File: src/rtl/io_ctrl_pkg.sv
// Shared definitions for the off-chip IO bus: controller states, bus owner and pad mode encodings.
package io_ctrl_pkg;

    typedef enum logic [2:0] {
        IDLE,
        TX_SETUP,
        TX_ACTIVE,
        TX_RELEASE,
        RX_ACTIVE
    } bus_state_t;

    typedef enum logic {
        OWNER_TX,
        OWNER_RX
    } owner_t;

    // mode_sel encoding shared with the IO bus block
    localparam logic MODE_TX = 1'b0;
    localparam logic MODE_RX = 1'b1;

endpackage

File: src/rtl/io_bus_dir_ctrl_turn_timer.sv
// Guard-gap timer: loads TURN_CYC-1 on entry to SETUP/RELEASE and flags done when it reaches zero.
module turn_timer #(
    parameter int TURN_CYC = 2
) (
    input  logic clk,
    input  logic rst,
    input  logic load,
    output logic done
);
    localparam int TW = (TURN_CYC > 1) ? $clog2(TURN_CYC) : 1;
    localparam logic [TW-1:0] LOAD_VAL = TW'(TURN_CYC - 1);

    logic [TW-1:0] count_q;
    logic [TW-1:0] count_d;

    always_comb begin
        count_d = count_q;
        if (load) begin
            count_d = LOAD_VAL;
        end else if (count_q != '0) begin
            count_d = count_q - TW'(1);
        end
    end

    always_ff @(posedge clk) begin
        if (rst) begin
            count_q <= '0;
        end else begin
            count_q <= count_d;
        end
    end

    assign done = (count_q == '0);

endmodule

File: src/rtl/io_bus_dir_ctrl.sv
// Shared IO bus direction controller: TX/RX arbitration, guarded turnaround and burst-length preemption.
module io_bus_dir_ctrl
    import io_ctrl_pkg::*;
#(
    parameter int TURN_CYC  = 2,
    parameter int MAX_BURST = 64
) (
    input  logic clk,
    input  logic rst,
    input  logic tx_req,
    input  logic tx_last,
    input  logic rx_req,
    input  logic rx_last,
    output logic tx_gnt,
    output logic rx_gnt,
    output logic mode_sel,
    output logic mod_en,
    output logic dem_en,
    output logic busy,
    output logic preempt
);
    localparam int CNT_W = $clog2(MAX_BURST + 1);
    localparam logic [CNT_W-1:0] CNT_LIM = CNT_W'(MAX_BURST - 1);

    bus_state_t       state_q, state_d;
    owner_t           last_owner_q, last_owner_d;
    logic [CNT_W-1:0] burst_cnt_q, burst_cnt_d;
    logic             tx_gnt_q, tx_gnt_d;
    logic             rx_gnt_q, rx_gnt_d;
    logic             mode_sel_q, mode_sel_d;
    logic             mod_en_q, mod_en_d;
    logic             dem_en_q, dem_en_d;
    logic             busy_q, busy_d;
    logic             preempt_q, preempt_d;
    logic             timer_load;
    logic             timer_done;
    logic             at_lim;

    turn_timer #(
        .TURN_CYC(TURN_CYC)
    ) u_turn_timer (
        .clk  (clk),
        .rst  (rst),
        .load (timer_load),
        .done (timer_done)
    );

    assign at_lim = (burst_cnt_q == CNT_LIM);

    always_comb begin
        state_d      = state_q;
        last_owner_d = last_owner_q;
        burst_cnt_d  = burst_cnt_q;
        preempt_d    = 1'b0;
        timer_load   = 1'b0;
        unique case (state_q)
            IDLE: begin
                // On a tie the side that did not own the bus last wins
                if (tx_req && (!rx_req || last_owner_q == OWNER_RX)) begin
                    state_d      = TX_SETUP;
                    last_owner_d = OWNER_TX;
                    timer_load   = 1'b1;
                end else if (rx_req) begin
                    state_d      = RX_ACTIVE;
                    last_owner_d = OWNER_RX;
                    burst_cnt_d  = '0;
                end
            end
            TX_SETUP: begin
                if (timer_done) begin
                    state_d     = TX_ACTIVE;
                    burst_cnt_d = '0;
                end
            end
            TX_ACTIVE: begin
                if (tx_last || !tx_req || (at_lim && rx_req)) begin
                    state_d    = TX_RELEASE;
                    timer_load = 1'b1;
                    // Only a pure limit cut counts as preemption, not a natural end
                    preempt_d  = tx_req && !tx_last;
                end else if (!at_lim) begin
                    burst_cnt_d = burst_cnt_q + CNT_W'(1);
                end
            end
            TX_RELEASE: begin
                if (timer_done) begin
                    state_d = IDLE;
                end
            end
            RX_ACTIVE: begin
                if (rx_last || !rx_req || (at_lim && tx_req)) begin
                    state_d   = IDLE;
                    preempt_d = rx_req && !rx_last;
                end else if (!at_lim) begin
                    burst_cnt_d = burst_cnt_q + CNT_W'(1);
                end
            end
            default: begin
                state_d = IDLE;
            end
        endcase

        // Outputs are decoded from the next state so they line up with state_q
        tx_gnt_d   = (state_d == TX_ACTIVE);
        rx_gnt_d   = (state_d == RX_ACTIVE);
        mode_sel_d = (state_d == TX_ACTIVE) ? MODE_TX : MODE_RX;
        mod_en_d   = (state_d == TX_SETUP) || (state_d == TX_ACTIVE);
        dem_en_d   = (state_d == RX_ACTIVE);
        busy_d     = (state_d != IDLE);
    end

    always_ff @(posedge clk) begin
        if (rst) begin
            state_q      <= IDLE;
            last_owner_q <= OWNER_RX;
            burst_cnt_q  <= '0;
            tx_gnt_q     <= 1'b0;
            rx_gnt_q     <= 1'b0;
            mode_sel_q   <= MODE_RX;
            mod_en_q     <= 1'b0;
            dem_en_q     <= 1'b0;
            busy_q       <= 1'b0;
            preempt_q    <= 1'b0;
        end else begin
            state_q      <= state_d;
            last_owner_q <= last_owner_d;
            burst_cnt_q  <= burst_cnt_d;
            tx_gnt_q     <= tx_gnt_d;
            rx_gnt_q     <= rx_gnt_d;
            mode_sel_q   <= mode_sel_d;
            mod_en_q     <= mod_en_d;
            dem_en_q     <= dem_en_d;
            busy_q       <= busy_d;
            preempt_q    <= preempt_d;
        end
    end

    assign tx_gnt   = tx_gnt_q;
    assign rx_gnt   = rx_gnt_q;
    assign mode_sel = mode_sel_q;
    assign mod_en   = mod_en_q;
    assign dem_en   = dem_en_q;
    assign busy     = busy_q;
    assign preempt  = preempt_q;

endmodule
File: config.mk
export PLATFORM = sky130hd
export DESIGN_NAME = io_bus_dir_ctrl
export DESIGN_NICKNAME = d
export VERILOG_FILES = /design/src/rtl/io_ctrl_pkg.sv /design/src/rtl/io_bus_dir_ctrl_turn_timer.sv /design/src/rtl/io_bus_dir_ctrl.sv
export SDC_FILE = /design/constraint.sdc
export NUM_CORES = 1
export LEC_CHECK = 0
export ABC_AREA = 1
export CAP_MARGIN = 20
export CORE_UTILIZATION = 45
export CTS_CLUSTER_DIAMETER = 80
export DETAILED_ROUTE_END_ITERATION = 6
export PLACE_DENSITY = 0.78
export SYNTH_ARGS = -nofsm -noshare
export SYNTH_HDL_FRONTEND = slang
export SYNTH_SLANG_ARGS = --single-unit
File: constraint.sdc
create_clock -name clk -period 1.4 [get_ports clk]
set_input_delay 0.21 -clock clk [delete_from_list [all_inputs] [get_ports clk]]
set_output_delay 0.21 -clock clk [all_outputs]
set_load 0.005 [all_outputs]
==> flow_metrics.env, run 1 <==
export IMPL_outcome="complete, but fails checks"
export IMPL_violations="setup timing"
export IMPL_viasPerCell=4.99
export IMPL_post_route_period_util=1.02
export IMPL_drtIter0Drc=28
export IMPL_ys_async_sr_fraction=0
export IMPL_synth_seq_cells=18
export IMPL_cp_required_ns=1.63
export IMPL_num_rows=17
export IMPL_die_h_um=50.6
export IMPL_clockRootBuffer="clkbuf_4"
export IMPL_antenna_found_initial=0
export IMPL_power_density_nw_per_um2=1060
export IMPL_die_area_um2=2560
export IMPL_endpoint_kind="flip-flop"
export IMPL_rrSetupSlack_ns=-0.03
export IMPL_grt_max_degree=11
export IMPL_synth_cells=154
export IMPL_fin_worst_skew_ns=0.0164
export IMPL_layout_nets=190
export IMPL_rsz0062_at_grt="true"
export IMPL_tightestPinTransition_ns=0.215
export IMPL_final_common_cell="nand2_1"
export IMPL_crit_type="flip-flop to flip-flop"
export IMPL_worstReg2RegEnd="mod_en$_SDFF_PP0_"
export IMPL_leakage_nw=0.655
export IMPL_path_clk_slew_ns=0.12
export IMPL_timing_final_ws_setup_ns=-0.0285
export IMPL_grt_pass1_vias=985
export IMPL_gp_congestion=0.845
export IMPL_grt_pass1_wl_um=4000
export IMPL_max_freq_mhz=700
export IMPL_critPathArrivalTime_ns=1.65
export IMPL_place_inst=204
export IMPL_syn_area_per_cell_um2=6.91
export IMPL_insertion_delay_ns=0.30
export IMPL_core_area_um2=2210
export IMPL_ys_flop_type="dfxtp_1"
export IMPL_slew_headroom=0.857
export IMPL_post_route_min_period_ns=1.43
export IMPL_synthesis_nets=161
export IMPL_ir_drop_uv=827
export IMPL_syn_cell_area_um2=1060
export IMPL_initial_core_util=0.481
export IMPL_setup_violations=2
export IMPL_drc=0
export IMPL_clk_path_buf_depth=2
export IMPL_finalPower_mw=1.54
export IMPL_final_cell_mix="nand2_1, inv_1, nor2_1"
export IMPL_wl_per_cell_um=11.5
export IMPL_stdcell_count=210
export IMPL_cts_tree="built"
export IMPL_synth_sequential_area_ratio=0.339
export IMPL_hold_depth=2
export IMPL_drive_above_1_share=0.357
export IMPL_final_antenna_net_count=0
export IMPL_ys_types=26
export IMPL_timing_final_hold_violations=0
export IMPL_cts_buffers=3
export IMPL_fp_dieW_um=50.6
export IMPL_worstReg2RegStart="burst_cnt_q[0]$_SDFFE_PP0P_"
export IMPL_holdWs_ns=0.483
export IMPL_vias=1047
export IMPL_drtPass1Iterations=4
export IMPL_cp_start_kind="flip-flop"
export IMPL_antenna_cells=0
export IMPL_numPortBuffers=12
export IMPL_io_pin_count=13
export IMPL_r2r_cells=9
export IMPL_slew_violations=0
export IMPL_routed_wl_um=2420
export IMPL_worstHoldStart="burst_cnt_q[6]$_SDFFE_PP0P_"
export IMPL_grt_ovfl_total=0
export IMPL_hpwlAfterDp_um=1840
export IMPL_htreeDepth=1
export IMPL_cts_sinks=18
export IMPL_synth_warnings=0
export IMPL_track_usage=0.203
export IMPL_whs_endpoint="burst_cnt_q[6]$_SDFFE_PP0P_"
export IMPL_syn_to_final_growth_pct=35.9
export IMPL_hold_path_class="flip-flop to flip-flop"
export IMPL_maxCapViolCount=0
export IMPL_synth_edf_count=0
export IMPL_cp_max_fo=3
## metal layers
metal	track usage	routed length, um
met3	0.0394	74
met5	0	0
met4	0.0556	8
met1	0.235	1050
met2	0.376	1290
## timing repair
item                                   CTS  global route
gates resized for setup                 10            19
setup endpoints to repair               10            14
setup buffers                            0             3
pin swaps                                4            10
endpoints found under the hold margin    0             0
hold buffers                             0             0
## Yosys cell counts, types with 2 or more instances
master | instances | area share
o21ai_1 | 4 | 0.019
nand3_1 | 14 | 0.066
dfxtp_1 | 18 | 0.34
nand2_1 | 33 | 0.12
nor2_1 | 20 | 0.071
o21ai_0 | 2 | 0.0094
nor2_2 | 4 | 0.024
nand2_4 | 3 | 0.032
nor2_4 | 4 | 0.042
nand4_1 | 5 | 0.029
a21oi_1 | 7 | 0.033
o21ai_2 | 2 | 0.016
nand2_2 | 3 | 0.018
inv_1 | 21 | 0.074
inv_2 | 3 | 0.011
## kinds of logic after synthesis
kind of cell / synth area share
compound gates: 0.0918
xor+xnor: 0.0165
fa+ha+maj: 0.0118
buf+inv: 0.106
flops: 0.339
simple gates: 0.435
## area by class of cell
class	count	area (um^2)
tap	28	35.0
timing repair buffer	27	236
multi-input combinational	109	676
fill	205	767
sequential	18	372
inverter	24	90.1
clock buffer	4	36.3
## stage by stage
stage | utilization | worst slack, ns | setup TNS, ns | cell area (um^2)
6_report | 0.653 | -0.0285 | -0.0439 | 1450
5_1_grt | 0.653 | -0.113 | -0.713 | 1450
4_1_cts | 0.617 | 0.00137 | 0 | 1370
3_5_place_dp | 0.591 | -0.269 | -2.12 | 1310
3_3_place_gp | 0.591 | -0.193 | -1.62 | 1310
2_1_floorplan | - | 0.0161 | 0 | 1080
## critical path: stages, from the launching register on
cell and delay (ns):
dfxtp_2 0.36, ha_4 0.15, nand3_4 0.09, nor2_2 0.21
nand2_1 0.11, nand2_2 0.13, nor2_2 0.06, nand2_1 0.07
nand2_1 0.08, o21ai_2 0.11
## power breakdown
| part | total (mW) | internal [mW] | switching, mW |
|---|---|---|---|
| logic | 0.579 | 0.251 | 0.327 |
| clock network | 0.325 | 0.158 | 0.166 |
| registers | 0.633 | 0.578 | 0.0548 |
## how the worst max path moves through the flow
stage	from	endpoint	slack [ns]
2_1_floorplan	burst_cnt_q[0]$_SDFFE_PP0P_	burst_cnt_q[6]$_SDFFE_PP0P_	0.02
3_3_place_gp	rx_req	burst_cnt_q[0]$_SDFFE_PP0P_	-0.19
3_5_place_dp	rx_req	burst_cnt_q[0]$_SDFFE_PP0P_	-0.27
4_1_cts	burst_cnt_q[5]$_SDFFE_PP0P_	burst_cnt_q[0]$_SDFFE_PP0P_	0.001
5_1_grt	burst_cnt_q[1]$_SDFFE_PP0P_	mod_en$_SDFF_PP0_	-0.11
6_report	burst_cnt_q[0]$_SDFFE_PP0P_	mod_en$_SDFF_PP0_	-0.03
## sequential cells by signal, indices dropped and copies added (netlist names)
name and flops:
mod_en 1, preempt 1, last_owner_q 1, tx_gnt 1, u_turn_timer.count_q 1, busy 1
mode_sel 1, burst_cnt_q 7, dem_en 1, state_q 3
Power figures use the tool's default switching activity.
==> run 2, diff against run 1 <==
- CORE_ASPECT_RATIO: not set -> 0.75
- SLEW_MARGIN: not set -> 10
==> flow_metrics.env, run 2 (synthesis results as in run 1) <==
export IMPL_outcome="complete, but fails checks"
export IMPL_violations="setup timing"
export IMPL_track_usage=0.218
export IMPL_cp_start_kind="flip-flop"
export IMPL_grt_max_degree=11
export IMPL_endpoint_kind="flip-flop"
export IMPL_vias=1150
export IMPL_met3WireLength_um=227
export IMPL_slew_violations=0
export IMPL_cp_required_ns=1.65
export IMPL_final_antenna_net_count=0
export IMPL_max_freq_mhz=657
export IMPL_top_regs="burst_cnt_q: 7 flops, state_q: 3 flops"
export IMPL_rsz0062_at_grt="true"
export IMPL_cts_sinks=18
export IMPL_clk_path_buf_depth=2
export IMPL_crit_chain="ha_4 > nand3_4 > inv_2 > nand3_2 > nand2_4 > nand2_4 > nand2_4 > buf_4 > o21ai_1 > a21oi_1"
export IMPL_post_route_min_period_ns=1.52
export IMPL_antenna_found_initial=0
export IMPL_numPortBuffers=12
export IMPL_clockRootBuffer="clkbuf_4"
export IMPL_timing_final_hold_violations=0
export IMPL_drtPass1Iterations=4
export IMPL_hold_path_class="primary input to flip-flop"
export IMPL_timing_final_ws_setup_ns=-0.123
export IMPL_grt_pass1_vias=951
export IMPL_crit_slowest_cell="dfxtp_2"
export IMPL_fp_dieW_um=58.1
export IMPL_dr_max_layer_used="met4"
export IMPL_gp_congestion=0.892
export IMPL_htreeDepth=1
export IMPL_grt_pass1_wl_um=4170
export IMPL_drc=0
export IMPL_met1_length_um=1260
export IMPL_max_stage_delay_ns=0.36
export IMPL_io_pin_count=13
export IMPL_critPathArrivalTime_ns=1.77
export IMPL_hpwlAfterDp_um=1920
export IMPL_insertion_delay_ns=0.32
export IMPL_cp_max_fo=4
export IMPL_grt_ovfl_total=0
export IMPL_num_rows=14
export IMPL_cts_hold_buf=0
export IMPL_wl_met2_um=1440
export IMPL_drtIter0Drc=38
export IMPL_tightestPinTransition_ns=0.203
export IMPL_leakage_nw=0.695
export IMPL_syn_to_final_growth_pct=47.2
export IMPL_antenna_cells=0
export IMPL_core_area_um2=2120
export IMPL_path_clk_slew_ns=0.12
export IMPL_initial_core_util=0.502
export IMPL_fin_worst_skew_ns=0.0167
export IMPL_slew_headroom=0.864
export IMPL_crit_type="flip-flop to flip-flop"
export IMPL_cts_tree="built"
export IMPL_place_ws_ns=-0.253
export IMPL_layout_nets=193
export IMPL_die_area_um2=2560
export IMPL_largest_register_ffs=7
export IMPL_cts_buffers=3
export IMPL_routed_wl_um=3010
export IMPL_ir_drop_uv=656
export IMPL_path_common_cell="nand2_4"
export IMPL_power_density_nw_per_um2=1050
export IMPL_final_common_cell="nand2_1"
export IMPL_setup_violations=8
export IMPL_viasPerCell=5.30
export IMPL_final_cell_mix="nand2_1, inv_1, buf_4"
export IMPL_maxCapViolCount=0
export IMPL_wl_per_cell_um=13.9
export IMPL_finalPower_mw=1.65
export IMPL_holdWs_ns=0.420
export IMPL_post_route_period_util=1.09
export IMPL_regMostFlops="burst_cnt_q"
export IMPL_final_util=0.738
export IMPL_drive_above_1_share=0.427
export IMPL_die_h_um=44.1
==> run 2: cell types whose count changed in the layout (fill, tap and decap cells not counted), moves of 3 or more <==
cell,previous run,this run
dfxtp_2,6,3
nand2_1,27,23
nand2_4,3,8
nand3_2,2,5
nand3_1,12,9
buf_4,14,17
nor2_4,8,11
==> run 2: layout make-up <==
cell class / count / area [um^2]
multi-input cells: 109 / 762
fillers: 148 / 554
flip-flops and latches: 18 / 375
repair buffers: 30 / 262
inverters: 24 / 90.1
well taps: 32 / 40.0
clock buffers: 4 / 36.3
==> run 2: metrics by stage <==
stage          setup TNS [ns]  std cells  cell area [um^2]
6_report               -0.356        217              1570
3_3_place_gp            -1.63        212              1340
4_1_cts               -0.0200        216              1410
3_5_place_dp            -2.20        212              1340
5_1_grt                 -1.03        217              1570
2_1_floorplan               0        154              1080
==> run 2: repair_timing <==
action,4_1_cts,5_1_grt
setup buffers,0,1
pin swaps,4,23
resized for setup,10,42
setup endpoints to repair,12,14
==> run 2: worst paths after layout <==
kind,from,endpoint,slack [ns],cells past startpoint
hold reg to reg,burst_cnt_q[6]$_SDFFE_PP0P_,burst_cnt_q[6]$_SDFFE_PP0P_,0.48,2
setup reg to reg,burst_cnt_q[0]$_SDFFE_PP0P_,burst_cnt_q[3]$_SDFFE_PP0P_,-0.12,10
setup / recovery,burst_cnt_q[0]$_SDFFE_PP0P_,burst_cnt_q[3]$_SDFFE_PP0P_,-0.12,10
hold / removal,rx_req,preempt$_SDFF_PP0_,0.42,5
==> run 2: power by group <==
| part | total (mW) | internal [mW] | switching (mW) |
|---|---|---|---|
| sequential | 0.642 | 0.578 | 0.0644 |
| clock | 0.336 | 0.159 | 0.177 |
| combinational | 0.670 | 0.288 | 0.382 |
==> run 2: per-layer routing <==
layer | vias up | GRT usage
met5 | - | 0
met4 | 0 | 0.0714
met3 | 12 | 0.0556
met2 | 56 | 0.368
met1 | 534 | 0.276
li1 | 548 | -
==> run 2: critical path, delay by kind of cell, from the launching register on <==
kind | cells | cell delay (ns)
compound gates | 2 | 0.21
simple gates | 5 | 0.50
fa+ha+maj | 1 | 0.15
buf+inv | 2 | 0.24
flops | 1 | 0.36
